**src/rtl/store_pkg.sv**
```systemverilog
// store_pkg
// Shared definitions for the store buffer: RISC-V store funct3 encodings and
// the layout of one queued store entry.
package store_pkg;

  localparam logic [2:0] F3_SB = 3'b000;
  localparam logic [2:0] F3_SH = 3'b001;
  localparam logic [2:0] F3_SW = 3'b010;

  // waddr is sized for a full 32-bit byte address space; the store buffer
  // zero-fills the bits above its own ADDR_W so whole-field compares work.
  typedef struct packed {
    logic [29:0] waddr;
    logic [3:0]  strb;
    logic [31:0] wdata;
  } sb_entry_t;

endpackage

```
**src/rtl/store_lane_encoder.sv**
```systemverilog
// store_lane_encoder
// Combinational conversion of a store (funct3, low address bits, rs2 data)
// into byte-lane strobes and lane-replicated write data.
// Ports:
//   funct3_i - store width encoding (SB/SH/SW)
//   addr_i   - st_addr[1:0], byte offset inside the word
//   data_i   - rs2 value
//   strb_o   - byte-lane enables, bit i covers data bits [8i+7:8i]
//   wdata_o  - write data replicated across the lanes
//   err_o    - store is misaligned or funct3 is not a legal store
module store_lane_encoder (
  input  logic [2:0]  funct3_i,
  input  logic [1:0]  addr_i,
  input  logic [31:0] data_i,
  output logic [3:0]  strb_o,
  output logic [31:0] wdata_o,
  output logic        err_o
);
  import store_pkg::*;

  always_comb begin
    strb_o  = 4'b0000;
    wdata_o = 32'h0;
    err_o   = 1'b0;
    case (funct3_i)
      F3_SB: begin
        strb_o  = 4'b0001 << addr_i;
        wdata_o = {4{data_i[7:0]}};
      end
      F3_SH: begin
        strb_o  = addr_i[1] ? 4'b1100 : 4'b0011;
        wdata_o = {2{data_i[15:0]}};
        err_o   = addr_i[0];
      end
      F3_SW: begin
        strb_o  = 4'b1111;
        wdata_o = data_i;
        err_o   = (addr_i != 2'b00);
      end
      default: begin
        err_o = 1'b1;
      end
    endcase
  end

endmodule

```
**src/rtl/store_buffer.sv**
```systemverilog
// store_buffer
// In-order store queue between the MEM stage and the data memory write port.
// Stores are encoded into word address / strobe / replicated data, queued,
// and drained one per cycle whenever a load does not own the memory port.
// Loads whose word matches any queued store raise ld_hit.
// Ports:
//   clk, reset           - clock, synchronous active-high reset
//   st_valid/st_ready    - store handshake from the MEM stage
//   st_addr/st_data/st_funct3 - store byte address, rs2 value, width
//   mem_busy             - a load owns the memory port this cycle
//   mem_we/mem_addr/mem_strb/mem_wdata - data memory write port
//   ld_valid/ld_addr/ld_hit - load-vs-pending-store hazard check
//   misalign_err         - one-cycle pulse after a rejected store
//   empty/count          - queue occupancy
module store_buffer #(
  parameter int DEPTH  = 4,
  parameter int ADDR_W = 9,
  parameter int DATA_W = 32
) (
  input  logic                     clk,
  input  logic                     reset,
  input  logic                     st_valid,
  output logic                     st_ready,
  input  logic [31:0]              st_addr,
  input  logic [DATA_W-1:0]        st_data,
  input  logic [2:0]               st_funct3,
  input  logic                     mem_busy,
  output logic                     mem_we,
  output logic [ADDR_W-1:0]        mem_addr,
  output logic [3:0]               mem_strb,
  output logic [DATA_W-1:0]        mem_wdata,
  input  logic                     ld_valid,
  input  logic [31:0]              ld_addr,
  output logic                     ld_hit,
  output logic                     misalign_err,
  output logic                     empty,
  output logic [$clog2(DEPTH):0]   count
);
  import store_pkg::*;

  localparam int PW = $clog2(DEPTH);
  localparam int CW = PW + 1;

  logic [PW-1:0] headPtr_q, headPtr_d;
  logic [PW-1:0] tailPtr_q, tailPtr_d;
  logic [CW-1:0] count_q, count_d;
  logic          misalignErr_q, misalignErr_d;
  sb_entry_t     fifo_q [DEPTH];

  logic [3:0]    encStrb;
  logic [31:0]   encWdata;
  logic          encErr;
  logic          accept;
  logic          push;
  logic          pop;
  sb_entry_t     newEntry;
  sb_entry_t     headEntry;
  logic [29:0]   ldWord;
  logic          anyHit;
  logic [PW-1:0] offset;

  // Address bits outside the modelled data memory are intentionally dropped.
  logic unusedAddrBits;
  assign unusedAddrBits = ^{st_addr[31:ADDR_W], ld_addr[31:ADDR_W], ld_addr[1:0]};

  store_lane_encoder u_encoder (
    .funct3_i (st_funct3),
    .addr_i   (st_addr[1:0]),
    .data_i   (st_data),
    .strb_o   (encStrb),
    .wdata_o  (encWdata),
    .err_o    (encErr)
  );

  // st_ready ignores a same-cycle drain so it never depends on mem_busy.
  assign empty    = (count_q == '0);
  assign st_ready = (count_q < CW'(DEPTH));
  assign accept   = st_valid && st_ready;
  assign push     = accept && !encErr;

  // No write may leave the buffer in a reset cycle.
  assign mem_we   = !empty && !mem_busy && !reset;
  assign pop      = mem_we;

  always_comb begin
    newEntry       = '0;
    newEntry.waddr = 30'(st_addr[ADDR_W-1:2]);
    newEntry.strb  = encStrb;
    newEntry.wdata = encWdata;
  end

  always_comb begin
    headPtr_d     = headPtr_q;
    tailPtr_d     = tailPtr_q;
    count_d       = count_q;
    misalignErr_d = accept && encErr;
    if (pop)  headPtr_d = headPtr_q + PW'(1);
    if (push) tailPtr_d = tailPtr_q + PW'(1);
    case ({push, pop})
      2'b10:   count_d = count_q + CW'(1);
      2'b01:   count_d = count_q - CW'(1);
      default: count_d = count_q;
    endcase
  end

  always_ff @(posedge clk) begin
    if (reset) begin
      headPtr_q     <= '0;
      tailPtr_q     <= '0;
      count_q       <= '0;
      misalignErr_q <= 1'b0;
    end else begin
      headPtr_q     <= headPtr_d;
      tailPtr_q     <= tailPtr_d;
      count_q       <= count_d;
      misalignErr_q <= misalignErr_d;
    end
  end

  // Entry storage needs no reset: validity is derived from count/pointers.
  always_ff @(posedge clk) begin
    if (push && !reset) begin
      fifo_q[tailPtr_q] <= newEntry;
    end
  end

  always_comb begin
    headEntry = fifo_q[headPtr_q];
    mem_addr  = empty ? '0 : ADDR_W'({headEntry.waddr, 2'b00});
    mem_strb  = mem_we ? headEntry.strb : 4'b0000;
    mem_wdata = empty ? '0 : DATA_W'(headEntry.wdata);
  end

  // Slot i is live when its distance from the head is below the occupancy.
  // The head counts even while it drains; the incoming store never does.
  always_comb begin
    anyHit = 1'b0;
    offset = '0;
    ldWord = 30'(ld_addr[ADDR_W-1:2]);
    for (int i = 0; i < DEPTH; i++) begin
      offset = PW'(i) - headPtr_q;
      if ((CW'(offset) < count_q) && (fifo_q[i].waddr == ldWord)) begin
        anyHit = 1'b1;
      end
    end
    ld_hit = ld_valid && anyHit;
  end

  assign count        = count_q;
  assign misalign_err = misalignErr_q;

endmodule
```
**config.mk**
```make
export PLATFORM = sky130hd
export DESIGN_NAME = store_buffer
export DESIGN_NICKNAME = d
export VERILOG_FILES = /design/src/rtl/store_pkg.sv /design/src/rtl/store_lane_encoder.sv /design/src/rtl/store_buffer.sv
export SDC_FILE = /design/constraint.sdc
export NUM_CORES = 1
export LEC_CHECK = 0
export ABC_AREA = 1
export CORE_MARGIN = 4
export CORE_UTILIZATION = 47
export DETAILED_ROUTE_END_ITERATION = 8
export GPL_ROUTABILITY_DRIVEN = 0
export PLACE_DENSITY = 0.76
export SYNTH_ARGS = -nofsm -noshare
export SYNTH_HDL_FRONTEND = slang
export SYNTH_SLANG_ARGS = --single-unit
```
**constraint.sdc**
```tcl
create_clock -name clk -period 5.5 [get_ports clk]
set_input_delay 1.1 -clock clk [delete_from_list [all_inputs] [get_ports clk]]
set_output_delay 1.1 -clock clk [all_outputs]
set_load 0.005 [all_outputs]
```
==> reports/metrics.csv <==
metric;value;unit
die_x;140;um
timing.setup.tns;0;ps
postCtsSetupRepairBufs;0;
cp_num_buf_inv;2;
synth_most_common_cell;nor2_1;
startpoint_type;input pin;
synth_area;8150;um2
area_delta_synth_final;22.6;%
cts_resized;0;
slowest_stage;clkdlybuf4s50_1;
reg2reg_from;count[2];
wl_per_cell;18.3;um
relSlewSlack;0.331;
seq_area_frac_synth;0.658;
yosysUniqueCellTypes;35;
period_needed;3960;ps
endpoint_kind;output pin;
core-area;16800;um2
yosys.area.top_type;edfxtp_1;
grt_pass1_vias;5707;
ant_nets;0;
crit_required;4400;ps
drv_cap;0;
p_total;3090;uW
synthTopCellsByCount;nor2_1 (185), edfxtp_1 (172), o21ai_0 (102);
netlist_instances;758;
synthFlopType;edfxtp_1;
yosys_warnings;0;
cp.arrival;2860;ps
htree_levels;4;
critPathLaunch;ld_addr[6];
cts.sinks;182;
dieArea;19500;um2
maxSlewViolCount;0;
grt_max_degree;90;
drt_pass1_iterations;5;
hp-class;reg2reg;
rsz0062_at_grt;no;
grt_pass1_wl;30800;um
insertion_delay;430;ps
overflow;0;
antenna_found_initial;0;
std_cell_rows;47;
cts_tree;built;
viasPerCell;5.36;
dp_hpwl;12300;um
synth-edff-count;172;
initial_utilization;0.486;
syn_area_per_cell;10.8;um2
slowest_delay;590;ps
synth_top_area_share;0.634;
synthTopCellsByArea;edfxtp_1 (63%), nor2_1 (8.5%), o21ai_0 (6.3%);
hold_start;count[1];
crit_chain;clkdlybuf4s50_1 -> xnor2_1 -> nand2_1 -> nor2_1 -> nand3_1 -> nand2_1 -> nor2_1 -> nor2_1 -> clkdlybuf4s50_1;
critical_path_class;in2out;
ios;157;
finalClockSkew;4.46;ps
hold_viol_final;0;
p_leak;0.00357;uW
fmax;252;MHz
ir_worst_vdd;0.000259;V
port_buffers;106;
drc;0;
drt_iter0_markers;515;
worst_slew_pin_slew;999;ps
ys_ff_latch;182;
cp_top_family;buffers and inverters;
clock_path_buffers;2;
numCtsBuffers;17;
finalCritPeriodShare;0.720;
vias;5810;
outcome;finished, final reports clean;
ctsHoldBuffers;0;
setup_viol;0;
cts-root-buf;clkbuf_16;
nets;966;
wirelength;19800;um
async_reset_ff_frac;0;
n_antenna_cell;0;
powerDensity;309;nW/um2
grt.total_usage;0.205;
crit_top_cell;nor2_1;
die_y;140;um
layout-drive-gt1-share;0.0637;
worstPathMaxFanout;4;
clk_pin_slew_worst_paths;60;ps
==> cell type report <==
type,count,area (um2)
fill,1383,6770
sequential,182,5370
multi-input combinational,490,2450
timing repair buffer,115,1180
clock buffer,18,429
tap,220,275
inverter,46,180
clock inverter,12,114
==> path summary, 6_finish.rpt <==
check / endpoint / cells past startpoint / slack [ps]
setup / recovery: ld_hit / 9 / 1540
hold / removal: count[1] / 2 / 530
setup reg to reg: fifo_q[0][11] / 6 / 3040
hold reg to reg: count[1] / 2 / 530
==> power by group <==
group / internal (uW) / total (uW) / switching (uW)
Sequential: 1540 / 1540 / 8.01
Combinational: 170 / 409 / 239
Clock: 654 / 1130 / 477
==> through the flow <==
stage	instances	setup WS, ps	hold slack, ps	instance area [um2]	utilization
global route	1083	1380	568	9990	0.596
detailed placement	1053	1510	517	9450	0.564
finish	1083	1540	531	9990	0.596
floorplan	759	136	487	8160	-
CTS	1083	1530	536	9990	0.596
global placement	1053	1520	506	9450	0.564
==> cells in the final DEF (no fill, tap or decap), types with 9 or more instances in the layout <==
master,n
xnor2_1,20
dfxtp_1,9
clkbuf_16,17
inv_1,39
nand2_1,71
clkdlybuf4s50_1,106
edfxtp_1,172
nand3_1,11
nor2_1,185
ha_1,9
o21ai_0,102
a21oi_1,58
==> layer usage <==
layer	GRT usage	up-vias	wire, um
li1	-	2776	-
met1	0.266	2773	8360
met2	0.340	225	9700
met3	0.0419	36	1340
met4	0.0790	0	432
met5	0	-	0
==> flip-flops by register name, indices dropped and copies added (netlist names), named ones only <==
register,cells
count,3
fifo_q,172
headPtr_q,2
misalign_err,1
tailPtr_q,2
==> worst min-delay path, delay by kind of cell (launching register included) <==
family	cells	cell delay, ps
flops	1	350
compound gates	1	80
simple gates	1	70
==> logic make-up (layout without fill, tap and decap cells) <==
group                      after synthesis  count (layout)  synth area share
adders and majority gates               10              10            0.0163
and+or+nand+nor                        280             280             0.143
other                                    1               2          0.000460
xor gates and xnor gates                25              25            0.0269
buffers and inverters                   87             191            0.0444
AOI/OAI and AO/OA                      173             173             0.111
DFF                                    182             182             0.658
No activity file was read; power rests on OpenSTA's default activity.
